$ cat config.mk
export PLATFORM = sky130hd
export DESIGN_NAME = adc_iq_capture_flat
export DESIGN_NICKNAME = d
export VERILOG_FILES = /design/src/rtl/adc_iq_capture_if.sv /design/src/rtl/adc_iq_capture.sv /design/src/flat_wrapper.sv
export SDC_FILE = /design/constraint.sdc
export NUM_CORES = 1
export LEC_CHECK = 0
export CAP_MARGIN = 15
export CORE_MARGIN = 2
export CORE_UTILIZATION = 33
export CTS_CLUSTER_SIZE = 10
export DETAILED_ROUTE_END_ITERATION = 8
export PLACE_DENSITY = 0.56
export SYNTH_ARGS = -nofsm -noshare
export SYNTH_HDL_FRONTEND = slang
export SYNTH_SLANG_ARGS = --single-unit
export TNS_END_PERCENT = 1
$ cat constraint.sdc
create_clock -name clk -period 5.4 [get_ports clk]
set_input_delay 0.81 -clock clk [delete_from_list [all_inputs] [get_ports clk]]
set_output_delay 0.81 -clock clk [all_outputs]
set_load 0.05 [all_outputs]
$ cat src/rtl/adc_iq_capture_if.sv
// rtl/adc_iq_capture_if.sv - downstream I/Q sample stream with sop/eop framing
interface adc_iq_capture_if;
    logic [31:0] out_data;
    logic        out_valid;
    logic        out_ready;
    logic        out_sop;
    logic        out_eop;

    modport master (output out_data, out_valid, out_sop, out_eop, input out_ready);
    modport slave  (input out_data, out_valid, out_sop, out_eop, output out_ready);
endinterface

$ cat src/rtl/adc_iq_capture.sv
// rtl/adc_iq_capture.sv - dual-ADC I/Q capture front end with energy trigger and packet FIFO
// Optional ADC_DC_REMOVE_EN inserts a leaky-integrator DC removal stage between S1 and S2.
module adc_iq_capture #(
    parameter int FIFO_DEPTH = 16,
    parameter int LEN_W      = 16,
    parameter int HOLD_W     = 4,
    parameter int DC_SHIFT   = 10
) (
    input  logic              clk,
    input  logic              reset,
    input  logic [13:0]       adc_real,
    input  logic [13:0]       adc_imag,
    input  logic              adc_or_a,
    input  logic              adc_or_b,
    input  logic              adc_valid,
    input  logic              fmt_offset_bin,
    input  logic              arm,
    input  logic              force_trig,
    input  logic              abort,
    input  logic [LEN_W-1:0]  capture_len,
    input  logic [14:0]       trig_level,
    input  logic [HOLD_W-1:0] trig_hold,
    adc_iq_capture_if.master  dn,
    output logic              busy,
    output logic              done,
    output logic [15:0]       clip_cnt,
    output logic [15:0]       ovf_cnt
);
    localparam int AW = $clog2(FIFO_DEPTH);
    localparam int CW = AW + 1;

    if (FIFO_DEPTH < 4 || (FIFO_DEPTH & (FIFO_DEPTH - 1)) != 0 || DC_SHIFT < 1) begin : g_bad_param
        $error("adc_iq_capture: FIFO_DEPTH must be a power of two >= 4 and DC_SHIFT >= 1");
    end

    typedef enum logic [1:0] {IDLE, ARMED, CAPTURE} state_t;

    logic [13:0] s1_i_q, s1_q_q;
    logic        s1_or_q, s1_full_q;

    always_ff @(posedge clk) begin
        if (reset) begin
            s1_i_q    <= '0;
            s1_q_q    <= '0;
            s1_or_q   <= 1'b0;
            s1_full_q <= 1'b0;
        end else if (adc_valid) begin
            s1_i_q    <= fmt_offset_bin ? {~adc_real[13], adc_real[12:0]} : adc_real;
            s1_q_q    <= fmt_offset_bin ? {~adc_imag[13], adc_imag[12:0]} : adc_imag;
            s1_or_q   <= adc_or_a | adc_or_b;
            s1_full_q <= 1'b1;
        end
    end

    logic [13:0] p_i, p_q;
    logic        p_or, p_full;

`ifdef ADC_DC_REMOVE_EN
    localparam int ACC_W = 14 + DC_SHIFT + 1;
    localparam logic signed [ACC_W-1:0] SAT_HI = ACC_W'(8191);
    localparam logic signed [ACC_W-1:0] SAT_LO = -ACC_W'(8192);

    logic signed [ACC_W-1:0] acc_i_q, acc_q_q, dcv_i, dcv_q, dif_i, dif_q;
    logic [13:0]             dc_i_q, dc_q_q;
    logic                    dc_or_q, dc_full_q;

    function automatic logic [13:0] sat14(input logic signed [ACC_W-1:0] v);
        if (v > SAT_HI) return 14'h1FFF;
        if (v < SAT_LO) return 14'h2000;
        return v[13:0];
    endfunction

    always_comb begin
        dcv_i = acc_i_q >>> DC_SHIFT;
        dcv_q = acc_q_q >>> DC_SHIFT;
        dif_i = ACC_W'($signed(s1_i_q)) - dcv_i;
        dif_q = ACC_W'($signed(s1_q_q)) - dcv_q;
    end

    always_ff @(posedge clk) begin
        if (reset) begin
            acc_i_q   <= '0;
            acc_q_q   <= '0;
            dc_i_q    <= '0;
            dc_q_q    <= '0;
            dc_or_q   <= 1'b0;
            dc_full_q <= 1'b0;
        end else if (adc_valid) begin
            dc_i_q    <= sat14(dif_i);
            dc_q_q    <= sat14(dif_q);
            dc_or_q   <= s1_or_q;
            dc_full_q <= s1_full_q;
            if (s1_full_q) begin
                acc_i_q <= acc_i_q + dif_i;
                acc_q_q <= acc_q_q + dif_q;
            end
        end
    end

    assign p_i    = dc_i_q;
    assign p_q    = dc_q_q;
    assign p_or   = dc_or_q;
    assign p_full = dc_full_q;
`else
    assign p_i    = s1_i_q;
    assign p_q    = s1_q_q;
    assign p_or   = s1_or_q;
    assign p_full = s1_full_q;
`endif

    // |-8192| = 8192 still fits in 15 bits, so two's complement negation is exact
    logic [14:0] abs_i, abs_q, mag;
    assign abs_i = p_i[13] ? (15'd0 - {p_i[13], p_i}) : {1'b0, p_i};
    assign abs_q = p_q[13] ? (15'd0 - {p_q[13], p_q}) : {1'b0, p_q};
    assign mag   = abs_i + abs_q;

    logic [13:0] s2_i_q, s2_q_q;
    logic        s2_or_q, s2_full_q, s2_qual_q;

    always_ff @(posedge clk) begin
        if (reset) begin
            s2_i_q    <= '0;
            s2_q_q    <= '0;
            s2_or_q   <= 1'b0;
            s2_full_q <= 1'b0;
            s2_qual_q <= 1'b0;
        end else if (adc_valid) begin
            s2_i_q    <= p_i;
            s2_q_q    <= p_q;
            s2_or_q   <= p_or;
            s2_full_q <= p_full;
            s2_qual_q <= (mag >= trig_level);
        end
    end

    state_t            state_q;
    logic [LEN_W-1:0]  len_q, remain_q;
    logic [HOLD_W-1:0] hold_q;
    logic              done_q;
    logic [15:0]       clip_q, ovf_q;
    logic [CW-1:0]     fill, mcnt_q;
    logic              out_valid_q;

    logic              take, cap, cap_sop, cap_eop, admit;
    logic [HOLD_W:0]   hold_inc, hold_thr;

    // An S2 sample is consumed exactly once: on the valid strobe that replaces it
    assign take     = adc_valid && s2_full_q;
    assign hold_thr = (trig_hold == '0) ? (HOLD_W+1)'(1) : {1'b0, trig_hold};
    assign hold_inc = s2_qual_q ? ({1'b0, hold_q} + (HOLD_W+1)'(1)) : '0;
    assign fill     = mcnt_q + CW'(out_valid_q);

    always_comb begin
        cap     = 1'b0;
        cap_sop = 1'b0;
        cap_eop = 1'b0;
        if (take && !abort) begin
            if (state_q == ARMED && fill == '0 && (hold_inc >= hold_thr || force_trig)) begin
                cap     = 1'b1;
                cap_sop = 1'b1;
                cap_eop = (len_q == LEN_W'(1));
            end else if (state_q == CAPTURE) begin
                cap     = 1'b1;
                cap_eop = (remain_q == LEN_W'(1));
            end
        end
        // One slot stays reserved so the closing eop always fits
        admit = cap && (cap_eop ? (fill < CW'(FIFO_DEPTH)) : (fill < CW'(FIFO_DEPTH - 1)));
    end

    always_ff @(posedge clk) begin
        if (reset) begin
            state_q  <= IDLE;
            len_q    <= '0;
            remain_q <= '0;
            hold_q   <= '0;
            done_q   <= 1'b0;
            clip_q   <= '0;
            ovf_q    <= '0;
        end else begin
            done_q <= cap && cap_eop;
            if (cap && s2_or_q && clip_q != 16'hFFFF) clip_q <= clip_q + 16'd1;
            if (cap && !admit && ovf_q != 16'hFFFF) ovf_q <= ovf_q + 16'd1;
            if (abort) begin
                state_q <= IDLE;
            end else begin
                case (state_q)
                    IDLE: if (arm) begin
                        state_q <= ARMED;
                        len_q   <= (capture_len == '0) ? LEN_W'(1) : capture_len;
                        hold_q  <= '0;
                        clip_q  <= '0;
                        ovf_q   <= '0;
                    end
                    ARMED: if (take && fill == '0) begin
                        hold_q <= hold_inc[HOLD_W-1:0];
                        if (cap) begin
                            hold_q <= '0;
                            if (cap_eop) state_q <= IDLE;
                            else begin
                                state_q  <= CAPTURE;
                                remain_q <= len_q - LEN_W'(1);
                            end
                        end
                    end
                    CAPTURE: if (cap) begin
                        if (cap_eop) state_q <= IDLE;
                        else remain_q <= remain_q - LEN_W'(1);
                    end
                    default: state_q <= IDLE;
                endcase
            end
        end
    end

    logic [33:0]   mem_q [FIFO_DEPTH];
    logic [AW-1:0] wptr_q, rptr_q;
    logic [33:0]   out_q, wr_word;
    logic          rd, load, pop, bypass, push;

    assign wr_word = {cap_sop, cap_eop, {2{s2_i_q[13]}}, s2_i_q, {2{s2_q_q[13]}}, s2_q_q};
    assign rd      = out_valid_q && dn.out_ready;
    assign load    = !out_valid_q || rd;
    assign pop     = load && mcnt_q != '0;
    assign bypass  = load && mcnt_q == '0 && admit;
    assign push    = admit && !bypass;

    always_ff @(posedge clk) begin
        if (push) mem_q[wptr_q] <= wr_word;
    end

    // The output register is the FIFO head; fill counts it as an occupied entry
    always_ff @(posedge clk) begin
        if (reset || abort) begin
            wptr_q      <= '0;
            rptr_q      <= '0;
            mcnt_q      <= '0;
            out_q       <= '0;
            out_valid_q <= 1'b0;
        end else begin
            if (push) wptr_q <= wptr_q + AW'(1);
            if (pop) begin
                out_q  <= mem_q[rptr_q];
                rptr_q <= rptr_q + AW'(1);
            end else if (bypass) begin
                out_q <= wr_word;
            end
            if (load) out_valid_q <= pop || bypass;
            mcnt_q <= mcnt_q + CW'(push) - CW'(pop);
        end
    end

    assign dn.out_data  = out_q[31:0];
    assign dn.out_sop   = out_q[33];
    assign dn.out_eop   = out_q[32];
    assign dn.out_valid = out_valid_q;
    assign busy         = (state_q != IDLE);
    assign done         = done_q;
    assign clip_cnt     = clip_q;
    assign ovf_cnt      = ovf_q;
endmodule

$ cat src/flat_wrapper.sv
// flat-port wrapper written by rule: the top's interface ports become plain ports
module adc_iq_capture_flat 
#(
    parameter int FIFO_DEPTH = 16,
    parameter int LEN_W      = 16,
    parameter int HOLD_W     = 4,
    parameter int DC_SHIFT   = 10
)
  (clk, reset, adc_real, adc_imag, adc_or_a, adc_or_b, adc_valid, fmt_offset_bin, arm, force_trig, abort, capture_len, trig_level, trig_hold, busy, done, clip_cnt, ovf_cnt, dn_out_data, dn_out_valid, dn_out_sop, dn_out_eop, dn_out_ready);
  adc_iq_capture_if dn_i ();
  input  logic clk;
  input  logic reset;
  input  logic [13:0] adc_real;
  input  logic [13:0] adc_imag;
  input  logic adc_or_a;
  input  logic adc_or_b;
  input  logic adc_valid;
  input  logic fmt_offset_bin;
  input  logic arm;
  input  logic force_trig;
  input  logic abort;
  input  logic [LEN_W-1:0] capture_len;
  input  logic [14:0] trig_level;
  input  logic [HOLD_W-1:0] trig_hold;
  output logic busy;
  output logic done;
  output logic [15:0] clip_cnt;
  output logic [15:0] ovf_cnt;
  output wire logic [$bits(dn_i.out_data)-1:0] dn_out_data;
  output wire logic [$bits(dn_i.out_valid)-1:0] dn_out_valid;
  output wire logic [$bits(dn_i.out_sop)-1:0] dn_out_sop;
  output wire logic [$bits(dn_i.out_eop)-1:0] dn_out_eop;
  input wire logic [$bits(dn_i.out_ready)-1:0] dn_out_ready;
  assign dn_out_data = dn_i.out_data;
  assign dn_out_valid = dn_i.out_valid;
  assign dn_out_sop = dn_i.out_sop;
  assign dn_out_eop = dn_i.out_eop;
  assign dn_i.out_ready = dn_out_ready;
  adc_iq_capture #(.FIFO_DEPTH(FIFO_DEPTH), .LEN_W(LEN_W), .HOLD_W(HOLD_W), .DC_SHIFT(DC_SHIFT)) u_core (.clk(clk), .reset(reset), .adc_real(adc_real), .adc_imag(adc_imag), .adc_or_a(adc_or_a), .adc_or_b(adc_or_b), .adc_valid(adc_valid), .fmt_offset_bin(fmt_offset_bin), .arm(arm), .force_trig(force_trig), .abort(abort), .capture_len(capture_len), .trig_level(trig_level), .trig_hold(trig_hold), .dn(dn_i), .busy(busy), .done(done), .clip_cnt(clip_cnt), .ovf_cnt(ovf_cnt));
endmodule
# ---- Word level (Yosys, flattened, before mapping)
# Memories as Yosys holds them, arrays and structs flattened. A register that Yosys moved wholly into a read port is not among the register bits.
# Cells that the tools add are included.
dict set report word_totals {
  register_bits 180
  latch_bits 0
  mem_bits_rw 544
  mem_bits_ro 0
  out_inout_bits 69
  word_cells 142
  mem_count 1
}
dict set report classes {
  addsub 13
  multipliers 0
  div 0
  magnitude_cmp 4
  eq_ne 13
  shift 0
  muxes 47
  bitwise_logic 4
  reduce_logical 39
}
# memory words word_bits rd rd_clocked_by_memory_dff wr line_no
set mem_list {}
lappend mem_list {u_core.mem_q 16 34 1 1 1 adc_iq_capture.sv:216} ;# logic [33:0] mem_q [FIFO_DEPTH];
# cell n
set ops {}
lappend ops {{2-to-1 mux 16 bit} 14}
lappend ops {{2-to-1 mux 34 bit} 2}
lappend ops {{adder 16 x 1 -> 16 bit (second input constant)} 2}
lappend ops {{equality test 16 x 1 -> 1 bit (second input constant)} 2}
lappend ops {{!= test 16 bit (second input constant)} 2}
lappend ops {{case mux 16 bit (2 select lines)} 1}
lappend ops {{subtractor 16 x 1 -> 16 bit (second input constant)} 2}
lappend ops {{2-to-1 mux 15 bit} 2}
lappend ops {{subtractor 1 x 14 -> 15 bit (first input constant)} 2}
lappend ops {{2-to-1 mux 14 bit} 2}
lappend ops {{2-to-1 mux 4 bit} 6}
lappend ops {{logical AND 1 bit} 16}
lappend ops {{logical NOT 16 bit} 1}
lappend ops {{adder 15 bit} 1}
lappend ops {{greater-or-equal comparator 15 bit} 1}
lappend ops {{2-to-1 mux 2 bit} 6}
lappend ops {{2-to-1 mux 1 bit} 11}
lappend ops {{adder 5 x 1 -> 5 bit} 2}
lappend ops {{logical NOT 5 bit} 2}
lappend ops {{adder 4 x 1 -> 4 bit (second input constant)} 2}
lappend ops {{!= test 2 bit (second input constant)} 4}
lappend ops {{case mux 4 bit (2 select lines)} 1}
lappend ops {{nonzero test 2 bit} 4}
lappend ops {{AND reduction 7 bit} 1}
lappend ops {{21 further kinds} 31}

# ---- Longest topological paths before layout
dict set report logic_depth {
  ltp_word 16
  ltp_mapped 19
  mapped_depth_nobuf 19
}

# ---- Worst setup path before layout
# OpenSTA, ideal clock, no wires.
dict set report synth_timing {
  path_type {input-to-reg}
  startpoint {input trig_hold[2]}
  endpoint {memory u_core.mem_q[11][0] (enable)}
  setup_time_ns 0.390
  arrival_time_ns 3.709
  required_time_ns 5.010
  path_slack_ns 1.301
  stages 11
  path_buffers 1
  cell_sequence {inv_1 a31o_2 ha_1 nand2b_1 a211oi_1 o211a_1 nor2_1 o311a_4 nor3_4 buf_4 and3_1}
}
dict set report synth_between {
  elab_chain_cells 14
  elab_cells_between_ends 16
}
# element line_no
set synth_lines {}
lappend synth_lines {{start, declared} flat_wrapper.sv:24} ;# input logic [HOLD_W-1:0] trig_hold;
lappend synth_lines {{logical NOT 4 bit} adc_iq_capture.sv:149} ;# assign hold_thr = (trig_hold == '0) ? (HOLD_W+1)'(1) : {1'b0, trig_hold};
lappend synth_lines {{2-to-1 mux 4 bit (*)} adc_iq_capture.sv:149}
lappend synth_lines {{greater-or-equal comparator 5 bit (*)} adc_iq_capture.sv:158} ;# if (state_q == ARMED && fill == '0 && (hold_inc >= hold_thr || force_trig)) begin
lappend synth_lines {{logical OR 1 bit (*)} adc_iq_capture.sv:158}
lappend synth_lines {{logical AND 1 bit (*)} adc_iq_capture.sv:158}
lappend synth_lines {{2-to-1 mux 1 bit} adc_iq_capture.sv:158}
lappend synth_lines {{2-to-1 mux 1 bit} adc_iq_capture.sv:157} ;# if (take && !abort) begin
lappend synth_lines {{2-to-1 mux 1 bit} adc_iq_capture.sv:168} ;# admit = cap && (cap_eop ? (fill < CW'(FIFO_DEPTH)) : (fill < CW'(FIFO_DEPTH - 1)));
lappend synth_lines {{logical AND 1 bit (*)} adc_iq_capture.sv:168}
lappend synth_lines {{logical AND 1 bit} adc_iq_capture.sv:225} ;# assign bypass = load && mcnt_q == '0 && admit;
lappend synth_lines {{logical NOT 1 bit} adc_iq_capture.sv:226} ;# assign push = admit && !bypass;
lappend synth_lines {{logical AND 1 bit (*)} adc_iq_capture.sv:226}
lappend synth_lines {{named net u_core.push} adc_iq_capture.sv:219} ;# logic rd, load, pop, bypass, push;
lappend synth_lines {{2-to-1 mux 1 bit (*)} adc_iq_capture.sv:229} ;# if (push) mem_q[wptr_q] <= wr_word;
lappend synth_lines {{2-to-1 mux 1 bit (not written as such) (*)} adc_iq_capture.sv:229}
lappend synth_lines {{end, declared} adc_iq_capture.sv:216}
# Mark *: on every way through the listed nets, which the timed path passes. The rest lies on a longest branch.

# ---- Worst setup path after layout
dict set report layout_timing {
  startpoint {input trig_hold[2]}
  endpoint {memory u_core.mem_q[4][27] (enable)}
}
dict set report layout_between {
  elab_chain_cells 14
  elab_cells_between_ends 16
}
# element line_no
set layout_lines {}
lappend layout_lines {{logical NOT 4 bit} adc_iq_capture.sv:149}
lappend layout_lines {{2-to-1 mux 4 bit (*)} adc_iq_capture.sv:149}
lappend layout_lines {{greater-or-equal comparator 5 bit (*)} adc_iq_capture.sv:158}
lappend layout_lines {{logical OR 1 bit (*)} adc_iq_capture.sv:158}
lappend layout_lines {{logical AND 1 bit (*)} adc_iq_capture.sv:158}
lappend layout_lines {{2-to-1 mux 1 bit} adc_iq_capture.sv:158}
lappend layout_lines {{2-to-1 mux 1 bit} adc_iq_capture.sv:157}
lappend layout_lines {{2-to-1 mux 1 bit} adc_iq_capture.sv:168}
lappend layout_lines {{logical AND 1 bit (*)} adc_iq_capture.sv:168}
lappend layout_lines {{logical AND 1 bit} adc_iq_capture.sv:225}
lappend layout_lines {{logical NOT 1 bit} adc_iq_capture.sv:226}
lappend layout_lines {{logical AND 1 bit (*)} adc_iq_capture.sv:226}
lappend layout_lines {{2-to-1 mux 1 bit (*)} adc_iq_capture.sv:229}
lappend layout_lines {{2-to-1 mux 1 bit (not written as such) (*)} adc_iq_capture.sv:229}
# Mark *: on every way between the ends. The rest lies on a longest branch, timed or not.

==> results by stage <==
Logic synthesis:
- The total nets after synthesis is 2,142.
- The flip-flop cell with the highest count after synthesis is sky130_fd_sc_hd__edfxtp_1.
- The post-synthesis cell area is 28,500 sq um.
- The flip-flop and latch count after synthesis is 660.
- The distinct cell type count after synthesis is 74.
- The number of warnings issued by yosys is 0.
- The sequential share of the synthesized area is 0.632.
- The share of flip-flops with an asynchronous set or reset is 0.
- The number of enable flip-flop cells after synthesis is 480.
- The average instance in the mapped netlist occupies 14.2 sq um.
- After technology mapping, the gate count stands at 2,007.

Floorplanning:
- The initial utilization of the core area, before any placement, comes to 0.334.
- The chip height is 298 microns.
- The width of the die is 298 microns.
- The initialized floorplan defines 107 standard-cell rows.
- 142 I/O pins were placed.
- The core area is 85,400 sq um.
- The die covers 88,800 sq um.

Cells and area:
- The net count of the finished layout is 2,317.
- Across the whole layout, storage elements account for 18,000 sq um.
- The layout-stage area growth over the synthesis result is 18.7%.
- The count of inserted antenna diode cells is 0.
- After routing the design area is 33,900 sq um.
- The layout has 7,951 filler cells.
- The share of post-route cells with drive strength above 1 is 0.134.
- In the final layout, the multi-input gates occupy 9870 sq um.

Detailed routing:
- The detailed router placed 17.5k vias in this run.
- In this run, the number of DRC markers left after iteration 0 of detailed routing was 1,405.
- The detailed-router iteration count before antenna repair is 5.
- The post-detailed-route wirelength per cell is 20.5 microns.
- The count of nets left with antenna violations after detail routing is 0.
- The post-detailed-route DRC marker count is 0.
- Dividing the detail-routed via count by the number of cells gives 5.15.
- The post-detailed-routing wire length is 69.6 mm.

STA:
- The worst path needs 4200 ps of the cycle, external delays included.
- The number of failing hold endpoints at the final stage was 0.
- Derived from the worst setup path, the maximum achievable clock frequency is 238 MHz.
- The final-report max-slew violation count is 0.
- Setup repair after global routing left no endpoint under its margin.
- For the final database, setup skew stands at 28.7 ps.
- The count of endpoints failing setup in the final report is 0.
- The transition time at the pin with the least slew margin is 1170 ps.
- Headroom to the max-slew limit came out at 0.220.
- Dividing the final minimum period by the clock period gives 0.777.
- The final total negative setup slack is 0 ps.

Clock network:
- The total of cells resized after clock tree synthesis is 0.
- The clock tree synthesis step divided the H-tree into 3 levels.
- The clock tree from TritonCTS is built.
- After clock tree synthesis, the clock-pin slew on the worst setup and hold paths is 50 ps.
- The number of buffers created by CTS is 78.
- The number of buffers inserted by hold repair at cts is 0.
- Counting along the longest clock path gives a buffer depth of 3.
- The clock net in this run drives a total of 660 sinks.
- The number of buffers inserted by post-CTS setup repair is 0.
- The clock reaches the later pin of the worst-skew pair after 610 ps.
- The cell chosen for the clock root is sky130_fd_sc_hd__clkbuf_16.

Worst setup path:
- For this design, the slowest cell found on the critical path is sky130_fd_sc_hd__a211oi_1.
- The startpoint identified for the worst register-to-register timing path is u_core.p_q[0].
- The required time of the critical path is 5650 ps.
- The path type of the worst setup path is input pin to register.
- Along the worst path, the maximum fanout reaches 30.
- The destination of the worst register-to-register timing path is u_core.s2_qual_q.
- The flop-to-flop setup slack is 1380 ps.
- STA classifies the critical path startpoint as an input pin.
- STA puts the critical path data arrival time at 4450 ps.
- The capturing element type of the critical path is a register.
- The critical path goes through clkdlybuf4s50_1, inv_1, a31o_2, ha_1, nand2b_1, a211oi_1, o211a_1, nor2_1, o311a_4, nor3_4, buf_4, and3_1, buf_4.
- The number of cells traversed by the worst register-to-register path is 17.
- The most frequent cell on the critical path is sky130_fd_sc_hd__buf_4.
- The delay contributed by the slowest stage of the critical path is 540 ps.

Power and ir drop:
- IR analysis of the VDD net gives a maximum drop of 0.000413 V.
- The power per standard cell area is 394 nW/um^2.
- Overall power consumption after layout is estimated at 0.0133 W.
- The leakage power is 10.7 nW.

Min path:
- The worst hold path belongs to the class register to register.
- The instance count along the most critical hold path is 2.
- The endpoint of the worst hold-timing path is u_core.out_q[10].
- In this run the most critical hold path is launched from u_core.out_q[10].

Place:
- The placed wire-length estimate is 45.4 mm.
- After detailed placement, the total cell area comes to 31,500 sq um.
- The number of buffer cells added on primary ports is 141.
- The placer congestion estimate is 0.810.

Global route:
- The initial antenna violation count is 0.
- The number of global-route vias before repair is 17.3k.
- For this run the aggregate overflow at the end of global routing stands at 0.
- In the global route stage, overall resource usage came out at 0.154.
- Entering global routing, the biggest net connects 76 pins.
- The first global-routing pass estimated 106 mm of wire.

Flow run:
- The number of maximum-capacitance violations is 0.

Status:
- The flow ran to the end, and the final reports show no timing, DRC or antenna violations.
[per-layer routing]
layer,up-vias,GRT usage,share of wire
li1,8091,-,-
met1,8808,0.219,0.46
met2,491,0.242,0.46
met3,78,0.0292,0.060
met4,0,0.0401,0.018
met5,-,0,0
[state kept, by name (all words and copies together), names as in the netlist, 14 cells and up, named ones only]
name,flops
u_core.ovf_cnt,16
u_core.p_i,14
u_core.p_q,14
u_core.out_q,30
u_core.s2_i_q,14
u_core.s2_q_q,14
u_core.clip_cnt,16
u_core.len_q,16
u_core.mem_q,480
u_core.remain_q,16
[synth_stat cells (14+ instances only)]
cell / count / area [sq um]
sky130_fd_sc_hd__a21oi_1: 58 / 290
sky130_fd_sc_hd__and3_1: 23 / 144
sky130_fd_sc_hd__buf_1: 14 / 52.6
sky130_fd_sc_hd__buf_2: 19 / 95.1
sky130_fd_sc_hd__clkbuf_1: 63 / 236
sky130_fd_sc_hd__dfxtp_1: 180 / 3600
sky130_fd_sc_hd__edfxtp_1: 480 / 14400
sky130_fd_sc_hd__ha_1: 60 / 751
sky130_fd_sc_hd__inv_1: 60 / 225
sky130_fd_sc_hd__mux2i_1: 151 / 1510
sky130_fd_sc_hd__mux4_2: 122 / 2750
sky130_fd_sc_hd__nand2_1: 143 / 537
sky130_fd_sc_hd__nand3_1: 27 / 135
sky130_fd_sc_hd__nand4_1: 28 / 175
sky130_fd_sc_hd__nor2_1: 141 / 529
sky130_fd_sc_hd__nor3_1: 31 / 155
sky130_fd_sc_hd__nor4_1: 16 / 100
sky130_fd_sc_hd__o21ai_0: 102 / 510
sky130_fd_sc_hd__o31ai_1: 31 / 233
sky130_fd_sc_hd__or3_1: 23 / 144
sky130_fd_sc_hd__xnor2_1: 47 / 412
[kinds of logic after synthesis]
kind of cell | count (synthesis) | synth area share
fa+ha+maj | 62 | 0.0277
mux | 274 | 0.150
buf+inv | 165 | 0.0237
flops | 660 | 0.632
xor+xnor | 60 | 0.0184
simple gates | 498 | 0.0849
compound gates | 288 | 0.0640
[placed cells by master, fill, tap and decap left out, types with 31 or more instances in the layout]
| cell type | Yosys | layout |
|---|---|---|
| sky130_fd_sc_hd__clkbuf_16 | 0 | 79 |
| sky130_fd_sc_hd__clkbuf_1 | 63 | 55 |
| sky130_fd_sc_hd__xnor2_1 | 47 | 47 |
| sky130_fd_sc_hd__a21oi_1 | 58 | 58 |
| sky130_fd_sc_hd__mux2i_1 | 151 | 151 |
| sky130_fd_sc_hd__nor2_1 | 141 | 140 |
| sky130_fd_sc_hd__buf_4 | 7 | 50 |
| sky130_fd_sc_hd__o21ai_0 | 102 | 102 |
| sky130_fd_sc_hd__nor3_1 | 31 | 31 |
| sky130_fd_sc_hd__nand2_1 | 143 | 143 |
| sky130_fd_sc_hd__edfxtp_1 | 480 | 480 |
| sky130_fd_sc_hd__dfxtp_1 | 180 | 177 |
| sky130_fd_sc_hd__o31ai_1 | 31 | 31 |
| sky130_fd_sc_hd__mux4_2 | 122 | 122 |
| sky130_fd_sc_hd__inv_1 | 60 | 60 |
| sky130_fd_sc_hd__ha_1 | 60 | 60 |
| sky130_fd_sc_hd__clkdlybuf4s50_1 | 0 | 139 |
[stage by stage]
step	setup slack [ps]	utilization	cells	hold slack, ps
2_1_floorplan	1300	-	2007	434
3_3_place_gp	609	0.369	3244	446
3_5_place_dp	620	0.369	3244	454
4_1_cts	1260	0.396	3388	464
5_1_grt	975	0.396	3390	488
6_report	1200	0.396	3390	459
[worst max-delay path: cells and delay by family]
| family | cells | cell delay (ps) |
|---|---|---|
| and+or+nand+nor | 4 | 600 |
| adders and majority gates | 1 | 280 |
| buffers and inverters | 4 | 1150 |
| AOI/OAI and AO/OA | 4 | 1560 |
[power by group]
| group | leakage, nW | switching, W | internal, W | total (W) |
|---|---|---|---|---|
| combinational | 4.22 | 0.00162 | 0.00118 | 0.00280 |
| clock | 1.10 | 0.00201 | 0.00280 | 0.00481 |
| sequential | 5.39 | 0.000210 | 0.00551 | 0.00572 |
| total | 10.7 | 0.00384 | 0.00950 | 0.0133 |
[worst max path at each step]
stage | end | start | slack, ps | cells past startpoint
6_report | u_core.mem_q[4][27] | trig_hold[2] | 1200 | 13
5_1_grt | u_core.s2_qual_q | u_core.p_q[0] | 970 | 17
4_1_cts | u_core.mem_q[4][8] | trig_hold[2] | 1260 | 13
3_5_place_dp | u_core.mem_q[4][21] | trig_hold[2] | 620 | 13
3_3_place_gp | u_core.mcnt_q[4] | trig_hold[2] | 610 | 18
2_1_floorplan | u_core.mem_q[11][0] | trig_hold[2] | 1300 | 11
[cell type report]
cell class,instances,share of cell area
inverter,61,0.00676
multi-input combinational,1182,0.292
tap,1144,0.0423
timing repair buffer,199,0.0583
clock inverter,10,0.00421
clock buffer,134,0.0645
sequential,660,0.532
Note: power is estimated with default switching activity, not from simulation.
